--- config.mk ---
export PLATFORM = sky130hd
export DESIGN_NAME = bram_port_adapter
export DESIGN_NICKNAME = d
export VERILOG_FILES = /design/src/rtl/mem_pkg.sv /design/src/rtl/bram_rsp_fifo.sv /design/src/rtl/bram_port_adapter.sv
export SDC_FILE = /design/constraint.sdc
export NUM_CORES = 1
export LEC_CHECK = 0
export CORE_MARGIN = 2
export CORE_UTILIZATION = 47
export CTS_BUF_LIST = sky130_fd_sc_hd__clkbuf_16
export DETAILED_ROUTE_END_ITERATION = 16
export PLACE_DENSITY_LB_ADDON = 0.05
export SLEW_MARGIN = 20
export SYNTH_ARGS = -nofsm -noshare
export SYNTH_HDL_FRONTEND = slang
export SYNTH_SLANG_ARGS = --single-unit
--- constraint.sdc ---
create_clock -name clk -period 10.4 [get_ports clk]
set_clock_uncertainty 0.1 [all_clocks]
set_input_delay 2.08 -clock clk [delete_from_list [all_inputs] [get_ports clk]]
set_output_delay 2.08 -clock clk [all_outputs]
set_load 0.02 [all_outputs]
--- src/rtl/mem_pkg.sv ---
// mem_pkg: shared request/response types and sizing constants for the BRAM port adapter
package mem_pkg;
  localparam int ADDR_W = 10;
  localparam int DATA_W = 32;
  localparam int BE_W = DATA_W / 8;
  localparam int RSP_DEPTH_MIN = 2;
  typedef struct packed {
    logic              write;
    logic [ADDR_W-1:0] addr;
    logic [DATA_W-1:0] data;
    logic [BE_W-1:0]   mask;
  } mem_req_t;
  typedef struct packed {
    logic [DATA_W-1:0] data;
  } mem_rsp_t;
endpackage

--- src/rtl/bram_rsp_fifo.sv ---
// bram_rsp_fifo: first-word-fall-through response FIFO with a separate count so full and empty differ
module bram_rsp_fifo #(
  parameter int W = 32,
  parameter int DEPTH = 3,
  localparam int PW = $clog2(DEPTH),
  localparam int CW = $clog2(DEPTH + 1)
) (
  input  logic          clk,
  input  logic          rst_n,
  input  logic          push,
  input  logic          pop,
  input  logic [W-1:0]  din,
  output logic [W-1:0]  dout,
  output logic [CW-1:0] count,
  output logic          valid
);
  logic [W-1:0] mem [DEPTH];
  logic [PW-1:0] wr_ptr, rd_ptr;
  logic do_pop;
  function automatic logic [PW-1:0] nxt(input logic [PW-1:0] p);
    return p == PW'(DEPTH - 1) ? '0 : p + 1'b1;
  endfunction
  assign valid = count != '0;
  assign dout = mem[rd_ptr];
  assign do_pop = pop && valid;
  always_ff @(posedge clk)
    if (push) mem[wr_ptr] <= din;
  always_ff @(posedge clk or negedge rst_n)
    if (!rst_n) begin
      wr_ptr <= '0;
      rd_ptr <= '0;
      count <= '0;
    end else begin
      if (push) wr_ptr <= nxt(wr_ptr);
      if (do_pop) rd_ptr <= nxt(rd_ptr);
      count <= count + CW'(push) - CW'(do_pop);
    end
endmodule

--- src/rtl/bram_port_adapter.sv ---
// bram_port_adapter: valid/ready front-end for a byte-enabled single-port BRAM with
// credit-based read backpressure so every read result fits in the response FIFO.
module bram_port_adapter
  import mem_pkg::*;
#(
  parameter int ADDR_WIDTH = ADDR_W,
  parameter int DATA_WIDTH = DATA_W,
  parameter int BE_WIDTH = DATA_WIDTH / 8,
  parameter int RSP_DEPTH = 3
) (
  input  logic                  clk,
  input  logic                  rst_n,
  input  logic                  req_valid,
  output logic                  req_ready,
  input  logic                  req_write,
  input  logic [ADDR_WIDTH-1:0] req_addr,
  input  logic [DATA_WIDTH-1:0] req_data,
  input  logic [BE_WIDTH-1:0]   req_mask,
  output logic                  rsp_valid,
  input  logic                  rsp_ready,
  output logic [DATA_WIDTH-1:0] rsp_data,
  output logic [ADDR_WIDTH-1:0] bram_addr,
  output logic [DATA_WIDTH-1:0] bram_di,
  output logic                  bram_we,
  output logic                  bram_re,
  output logic [BE_WIDTH-1:0]   bram_be,
  input  logic [DATA_WIDTH-1:0] bram_do
);
  localparam int CW = $clog2(RSP_DEPTH + 1);
  if (RSP_DEPTH < RSP_DEPTH_MIN || DATA_WIDTH % 8 != 0) begin : g_bad_cfg
    $error("bram_port_adapter: RSP_DEPTH must be >= 2 and DATA_WIDTH a multiple of 8");
  end
  logic inflight;
  logic [CW-1:0] count;
  logic [CW:0] credit;
  logic accept;
  // credit counts the read already on its way from the RAM, so a push never finds the FIFO full
  assign credit = {1'b0, count} + (CW + 1)'(inflight);
  assign req_ready = rst_n && (req_write || credit < (CW + 1)'(RSP_DEPTH));
  assign accept = req_valid && req_ready;
  assign bram_we = accept && req_write;
  assign bram_re = accept && !req_write;
  assign bram_addr = accept ? req_addr : '0;
  assign bram_di = bram_we ? req_data : '0;
  assign bram_be = bram_we ? req_mask : '0;
  always_ff @(posedge clk or negedge rst_n)
    if (!rst_n) inflight <= 1'b0;
    else inflight <= bram_re;
  bram_rsp_fifo #(.W(DATA_WIDTH), .DEPTH(RSP_DEPTH)) u_fifo (
    .clk   (clk),
    .rst_n (rst_n),
    .push  (inflight),
    .pop   (rsp_valid && rsp_ready),
    .din   (bram_do),
    .dout  (rsp_data),
    .count (count),
    .valid (rsp_valid)
  );
endmodule

==> reports/summary.md, run 1 <==
## GRT
- initial antenna violation count: 0
- wire length of the first global-routing pass: 13,900 um
- global route total overflow: 0
- pin count of the biggest net entering global routing: 68
- global-route total usage across every layer: 0.182
- number of global-route vias before repair: 2,721

## Clock network
- Clock Tree Root: sky130_fd_sc_hd__clkbuf_16
- maximum number of buffers from clock root to sink: 2
- TritonCTS clock tree: yes
- insertion delay of the later-clocked pin in the worst-skew pair: 330 ps
- post-cts hold buffer count: 0
- clock edge transition at the registers on the reported setup and hold paths: 60 ps
- deepest level of the CTS H-tree: 3
- clk sinks: 103
- Setup Fix Bufs, Post-CTS: 0
- Post-CTS Resized: 0
- TritonCTS buffer count: 9

## Routing
- routed vias: 2,887
- routed wirelength normalized by instance count: 16.0 um
- post-route ant nets: 0
- M1 WL: 3660 um
- metal3 WL: 614 um
- starting DRC count in detailed routing: 147
- iteration count of the initial detailed-routing pass: 4
- total detailed-routing wirelength: 9140 um
- vias per cell: 5.06
- Met2 Wirelength: 4750 um
- DR DRC count: 0
- uppermost routed layer: met4

## Logic synthesis
- compound-cell area share of the yosys netlist: 0.0568
- number of standard cells after synthesis: 302
- post-synthesis sequential area ratio: 0.708
- Post-Synth Simple-Gate Area: 0.104
- multiplexer fraction of the synthesized cell area: 0.0794
- Cell variety after synth: 24
- dominant combinational cell family by area after synthesis: simple AND/OR/NAND/NOR gates
- share of the synthesized netlist area taken by xor and xnor gates: 0.00406
- number of nets produced by synthesis: 389
- flops & latches, synth: 103
- Syn Area/Cell: 14.3 um^2
- adder-cell area share of the yosys netlist: 0.0116
- synthesized cell area: 4320 um^2
- count of warnings emitted by yosys: 0

## Die
- area of the die: 9970 um^2
- std cell rows: 34
- initial core utilization: 0.490
- Core Footprint: 8810 um^2
- number of ports placed on the die boundary: 165
- vertical die dimension: 99.9 um
- die width: 99.9 um

## Power and ir drop
- internal power: 883 uW
- worst IR drop on VDD: 222 uV
- switching pwr: 428 uW
- Leakage Power: 0.00224 uW
- sw frac: 0.326
- ratio of total power to cell area: 209 nW/um^2
- Flop pwr share: 0.434
- combinational fraction of design power: 0.330
- clock network fraction of design power: 0.237
- overall power after layout: 1310 uW

## Timing
- Worst slew margin: 0.296
- post-route worst hold slack: 426 ps
- maximum clock rate: 0.145 GHz
- shortest clock period the worst path allows after layout: 6890 ps
- portion of the clock cycle consumed by the worst path in the final layout: 0.663
- unrepaired setup endpoints after global routing: no
- post-route setup TNS: 0 ps
- number of setup violations in the final report: 0
- Max Slew Vio Count: 0
- Least-Margin Pin Slew: 1060 ps
- Final Hold Violating Endpoints: 0

## Setup path
- Worst Setup End Kind: output port
- launch point of the worst path: rst_n
- arrival time of the worst setup path: 4710 ps
- critical path start-end classification: in -> out
- launch point of the worst reg-to-reg path: inflight
- largest driver fanout on the critical path: 37
- Crit path required time: 8220 ps
- Worst setup SP type: primary input

## Placement
- routability congestion estimate from global placement: 0.731
- instance count after placement with tap cells included: 556
- count of buffers inserted at the top-level ports: 164
- estimated wirelength of the detail-placed design: 6100 um

## Final layout
- antenna cell count: 0
- number of filler instances in the final layout: 627
- most common cell after layout, fill and taps aside: sky130_fd_sc_hd__clkdlybuf4s50_1
- most used cells in the layout excluding fill and tap cells: sky130_fd_sc_hd__clkdlybuf4s50_1, sky130_fd_sc_hd__edfxtp_1, sky130_fd_sc_hd__and2_1, sky130_fd_sc_hd__nand2_1, sky130_fd_sc_hd__o21ai_1
- fin nets: 546
- fraction of final layout cells sized beyond drive strength 1: 0.0518
- sequential cell area in the final layout: 3060 um^2
- share of the core filled with cells: 0.711
- final std cells w/o fill: 571
- area of combinational cells with multiple inputs: 1120 um^2
- layout overhead on the synthesized area: 45.0%

## Run status
- result of the run: completed

## Flow run
- Max Cap Viol: 0

## Worst hold path
- Worst Hold Launch: u_fifo.count[1]
- worst min-delay path category: reg -> reg

area by class of cell:
class | instances | area share
inverter | 5 | 0.00300
timing repair buffer | 165 | 0.263
multi-input combinational | 175 | 0.179
clock inverter | 6 | 0.00819
sequential | 103 | 0.489
clock buffer | 9 | 0.0360
tap | 108 | 0.0216
metrics by stage:
step                setup slack [ps]  instance area, um^2
floorplan                       5420                 4320
global placement                3540                 5980
detailed placement              3460                 5980
CTS                             3450                 6260
global route                    3240                 6260
finish                          3510                 6260
critical path, stage by stage:
cell and delay [ps]:
sky130_fd_sc_hd__clkdlybuf4s50_1 930, sky130_fd_sc_hd__and3_1 830, sky130_fd_sc_hd__and2_1 240, sky130_fd_sc_hd__clkdlybuf4s50_1 630
routing by layer:
metal / vias to the layer above / global-route usage
li1: 1407 / -
met1: 1354 / 0.212
met2: 115 / 0.337
met3: 11 / 0.0334
met4: 0 / 0.0601
met5: - / 0
cells by family (layout without fill, tap and decap cells):
group                      after synthesis  count (layout)
adders and majority gates                4               4
xor gates and xnor gates                 2               2
AOI/OAI and AO/OA                       47              47
muxes                                   34              34
buffers and inverters                   24             185
and+or+nand+nor                         88              88
DFF                                    103             103
power by group through the flow:
| stage | logic, uW | registers (uW) | clock network, uW |
|---|---|---|---|
| 2_1_floorplan | 303 | 510 | 0 |
| 6_report | 432 | 569 | 311 |
| 5_1_grt | 463 | 577 | 334 |
| 3_3_place_gp | 432 | 577 | 0 |
| 3_5_place_dp | 436 | 578 | 0 |
| 4_1_cts | 439 | 569 | 316 |
path summary, 6_finish.rpt:
kind	endpoint	slack [ps]	cells past startpoint
max	bram_di[17]	3510	4
min	u_fifo.count[1]	430	1
max reg2reg	u_fifo.mem[2][29]	8540	2
min reg2reg	u_fifo.count[1]	430	1
max in group asynchronous	u_fifo.rd_ptr[1]	7610	1
min in group asynchronous	u_fifo.rd_ptr[0]	2080	1
cell usage after synthesis:
cell type,number,area [um^2]
sky130_fd_sc_hd__edfxtp_1,96,2880
sky130_fd_sc_hd__and2_1,36,225
sky130_fd_sc_hd__nand2_1,34,128
sky130_fd_sc_hd__o21ai_1,33,165
sky130_fd_sc_hd__mux2i_1,32,320
sky130_fd_sc_hd__a21oi_1,10,50.1
sky130_fd_sc_hd__nand3_1,10,50.1
sky130_fd_sc_hd__buf_6,8,90.1
sky130_fd_sc_hd__clkbuf_1,7,26.3
sky130_fd_sc_hd__dfrtp_1,7,175
sky130_fd_sc_hd__inv_1,5,18.8
sky130_fd_sc_hd__buf_2,4,20.0
sky130_fd_sc_hd__ha_1,4,50.1
sky130_fd_sc_hd__a21o_1,3,22.5
sky130_fd_sc_hd__mux2_2,2,22.5
sky130_fd_sc_hd__nor2_1,2,7.51
sky130_fd_sc_hd__xnor2_1,2,17.5
sky130_fd_sc_hd__a21boi_0,1,7.51
sky130_fd_sc_hd__and3_1,1,6.26
sky130_fd_sc_hd__and3b_1,1,8.76
sky130_fd_sc_hd__nor2b_1,1,6.26
sky130_fd_sc_hd__nor3_1,1,5.00
sky130_fd_sc_hd__nor3b_1,1,7.51
sky130_fd_sc_hd__or2_2,1,6.26
sequential cells by signal, indices dropped and copies added, names as in the netlist:
signal / cells
u_fifo.rd_ptr: 2
u_fifo.count: 2
u_fifo.wr_ptr: 2
inflight: 1
u_fifo.mem: 96
No activity file was read; power rests on OpenSTA's default activity.
==> run 2: changes to the inputs <==
--- a/config.mk
+++ b/config.mk
@@ -6,7 +6,7 @@
 export NUM_CORES = 1
 export LEC_CHECK = 0
 export CORE_MARGIN = 2
-export CORE_UTILIZATION = 47
+export CORE_UTILIZATION = 40
 export CTS_BUF_LIST = sky130_fd_sc_hd__clkbuf_16
 export DETAILED_ROUTE_END_ITERATION = 16
 export PLACE_DENSITY_LB_ADDON = 0.05
==> constraint.sdc (replaced) <==
create_clock -name clk -period 5.57 [get_ports clk]
set_clock_uncertainty 0.1 [all_clocks]
set_input_delay 1.114 -clock clk [delete_from_list [all_inputs] [get_ports clk]]
set_output_delay 1.114 -clock clk [all_outputs]
set_load 0.02 [all_outputs]
==> reports/summary.md, run 2 (same netlist as run 1, synthesis figures left out) <==
## Clock network
- deepest level of the CTS H-tree: 3
- Setup Fix Bufs, Post-CTS: 0
- clock edge transition at the registers on the reported setup and hold paths: 70 ps
- TritonCTS buffer count: 9
- Clock Tree Root: sky130_fd_sc_hd__clkbuf_16
- Post-CTS Resized: 0
- post-cts hold buffer count: 0
- clk sinks: 103
- insertion delay of the later-clocked pin in the worst-skew pair: 330 ps
- maximum number of buffers from clock root to sink: 2
- TritonCTS clock tree: yes

## Setup path
- launch point of the worst path: req_valid
- Critical Path Slowest Stage Cell: sky130_fd_sc_hd__and3_1
- most prevalent standard cell on the critical path: sky130_fd_sc_hd__clkdlybuf4s50_1
- critical path start-end classification: in -> out
- arrival time of the worst setup path: 3490 ps
- chain of cells forming the critical path: clkdlybuf4s50_1, and3_1, and2_1, clkdlybuf4s50_1
- Worst setup SP type: primary input
- Worst Setup End Kind: output port
- delay contributed by the slowest stage of the critical path: 790 ps
- largest driver fanout on the critical path: 37
- launch point of the worst reg-to-reg path: u_fifo.count[0]
- Crit path required time: 4360 ps

## Worst hold path
- worst min-delay path category: reg -> reg
- Worst Hold Launch: u_fifo.count[1]

## Timing
- Worst slew margin: 0.306
- Final Hold Violating Endpoints: 0
- unrepaired setup endpoints after global routing: no
- number of setup violations in the final report: 0
- Max Slew Vio Count: 0
- portion of the clock cycle consumed by the worst path in the final layout: 0.844
- maximum clock rate: 0.213 GHz
- Least-Margin Pin Slew: 1040 ps
- shortest clock period the worst path allows after layout: 4700 ps
- post-route worst hold slack: 421 ps
- post-route setup TNS: 0 ps

## Die
- number of ports placed on the die boundary: 165
- std cell rows: 37
- vertical die dimension: 108 um
- area of the die: 11,600 um^2
- Core Footprint: 10,400 um^2
- die width: 108 um
- initial core utilization: 0.415

## Power and ir drop
- Flop pwr share: 0.425
- Leakage Power: 0.00227 uW
- combinational fraction of design power: 0.325
- worst IR drop on VDD: 261 uV
- sw frac: 0.321
- switching pwr: 802 uW
- internal power: 1700 uW
- ratio of total power to cell area: 393 nW/um^2
- clock network fraction of design power: 0.251

## Routing
- starting DRC count in detailed routing: 113
- total detailed-routing wirelength: 9400 um
- post-route ant nets: 0
- iteration count of the initial detailed-routing pass: 4
- routed vias: 2,854
- DR DRC count: 0
- vias per cell: 4.74
- routed wirelength normalized by instance count: 15.6 um

## Final layout
- antenna cell count: 0
- most common cell after layout, fill and taps aside: sky130_fd_sc_hd__clkdlybuf4s50_1
- fin nets: 548
- Largest register FFs: 96
- layout overhead on the synthesized area: 47.3%
- most used cells in the layout excluding fill and tap cells: sky130_fd_sc_hd__clkdlybuf4s50_1, sky130_fd_sc_hd__edfxtp_1, sky130_fd_sc_hd__and2_1, sky130_fd_sc_hd__nand2_1, sky130_fd_sc_hd__o21ai_1
- fraction of final layout cells sized beyond drive strength 1: 0.0558
- largest register by flop count: u_fifo.mem

## Placement
- estimated wirelength of the detail-placed design: 6280 um
- count of buffers inserted at the top-level ports: 164
- routability congestion estimate from global placement: 0.723

## GRT
- pin count of the biggest net entering global routing: 68
- global-route total usage across every layer: 0.161
- wire length of the first global-routing pass: 14,100 um
- initial antenna violation count: 0
- global route total overflow: 0
- number of global-route vias before repair: 2,765

## Run status
- result of the run: completed

## Flow run
- Max Cap Viol: 0

## run 2: metal layers
layer  global-route usage  vias to the layer above  wire (um)
met5                    0                        -          0
met4               0.0623                        0        199
met3               0.0466                       17        663
met2                0.280                      103       4660
met1                0.188                     1321       3880
li1                     -                     1413          -
## run 2: final cells by class
cell class / count / area (um^2)
Clock buffer: 9 / 225
Timing Repair Buffer: 167 / 1680
Fill cell: 791 / 4050
Multi-Input combinational cell: 175 / 1120
Inverter: 5 / 18.8
Sequential cell: 103 / 3060
Clock inverter: 7 / 81.3
Tap cell: 136 / 170
## run 2: final timing paths
kind                                     to  slack [ps]  cells past startpoint
min reg2reg                 u_fifo.count[1]         420                      1
min                         u_fifo.count[1]         420                      1
max reg2reg                 u_fifo.count[1]        3820                      7
min in group asynchronous  u_fifo.rd_ptr[1]        1010                      2
max                              bram_di[6]         870                      4
max in group asynchronous  u_fifo.rd_ptr[1]        4160                      2
## run 2: through the flow
stage | area, um^2 | util | cells | setup WS [ps] | total power (uW)
final | 6360 | 0.611 | 602 | 867 | 2500
after global routing | 6360 | 0.611 | 602 | 661 | 2630
after CTS | 6330 | 0.608 | 601 | 816 | 2530
after detailed placement | 6030 | 0.578 | 585 | 832 | 1900
after global placement | 6030 | 0.578 | 585 | 897 | 1890
after floorplan | 4320 | - | 302 | 2130 | 1520
## run 2: critical path: cells and delay by family
family	cells	cell delay, ps
buffers and inverters	2	1340
and+or+nand+nor	2	1020
## run 2: power by group through the flow
stage	clock (uW)	sequential, uW	combinational (uW)
2_1_floorplan	0	951	566
3_3_place_gp	0	1080	810
3_5_place_dp	0	1080	819
4_1_cts	644	1070	822
5_1_grt	677	1080	869
6_report	627	1060	811
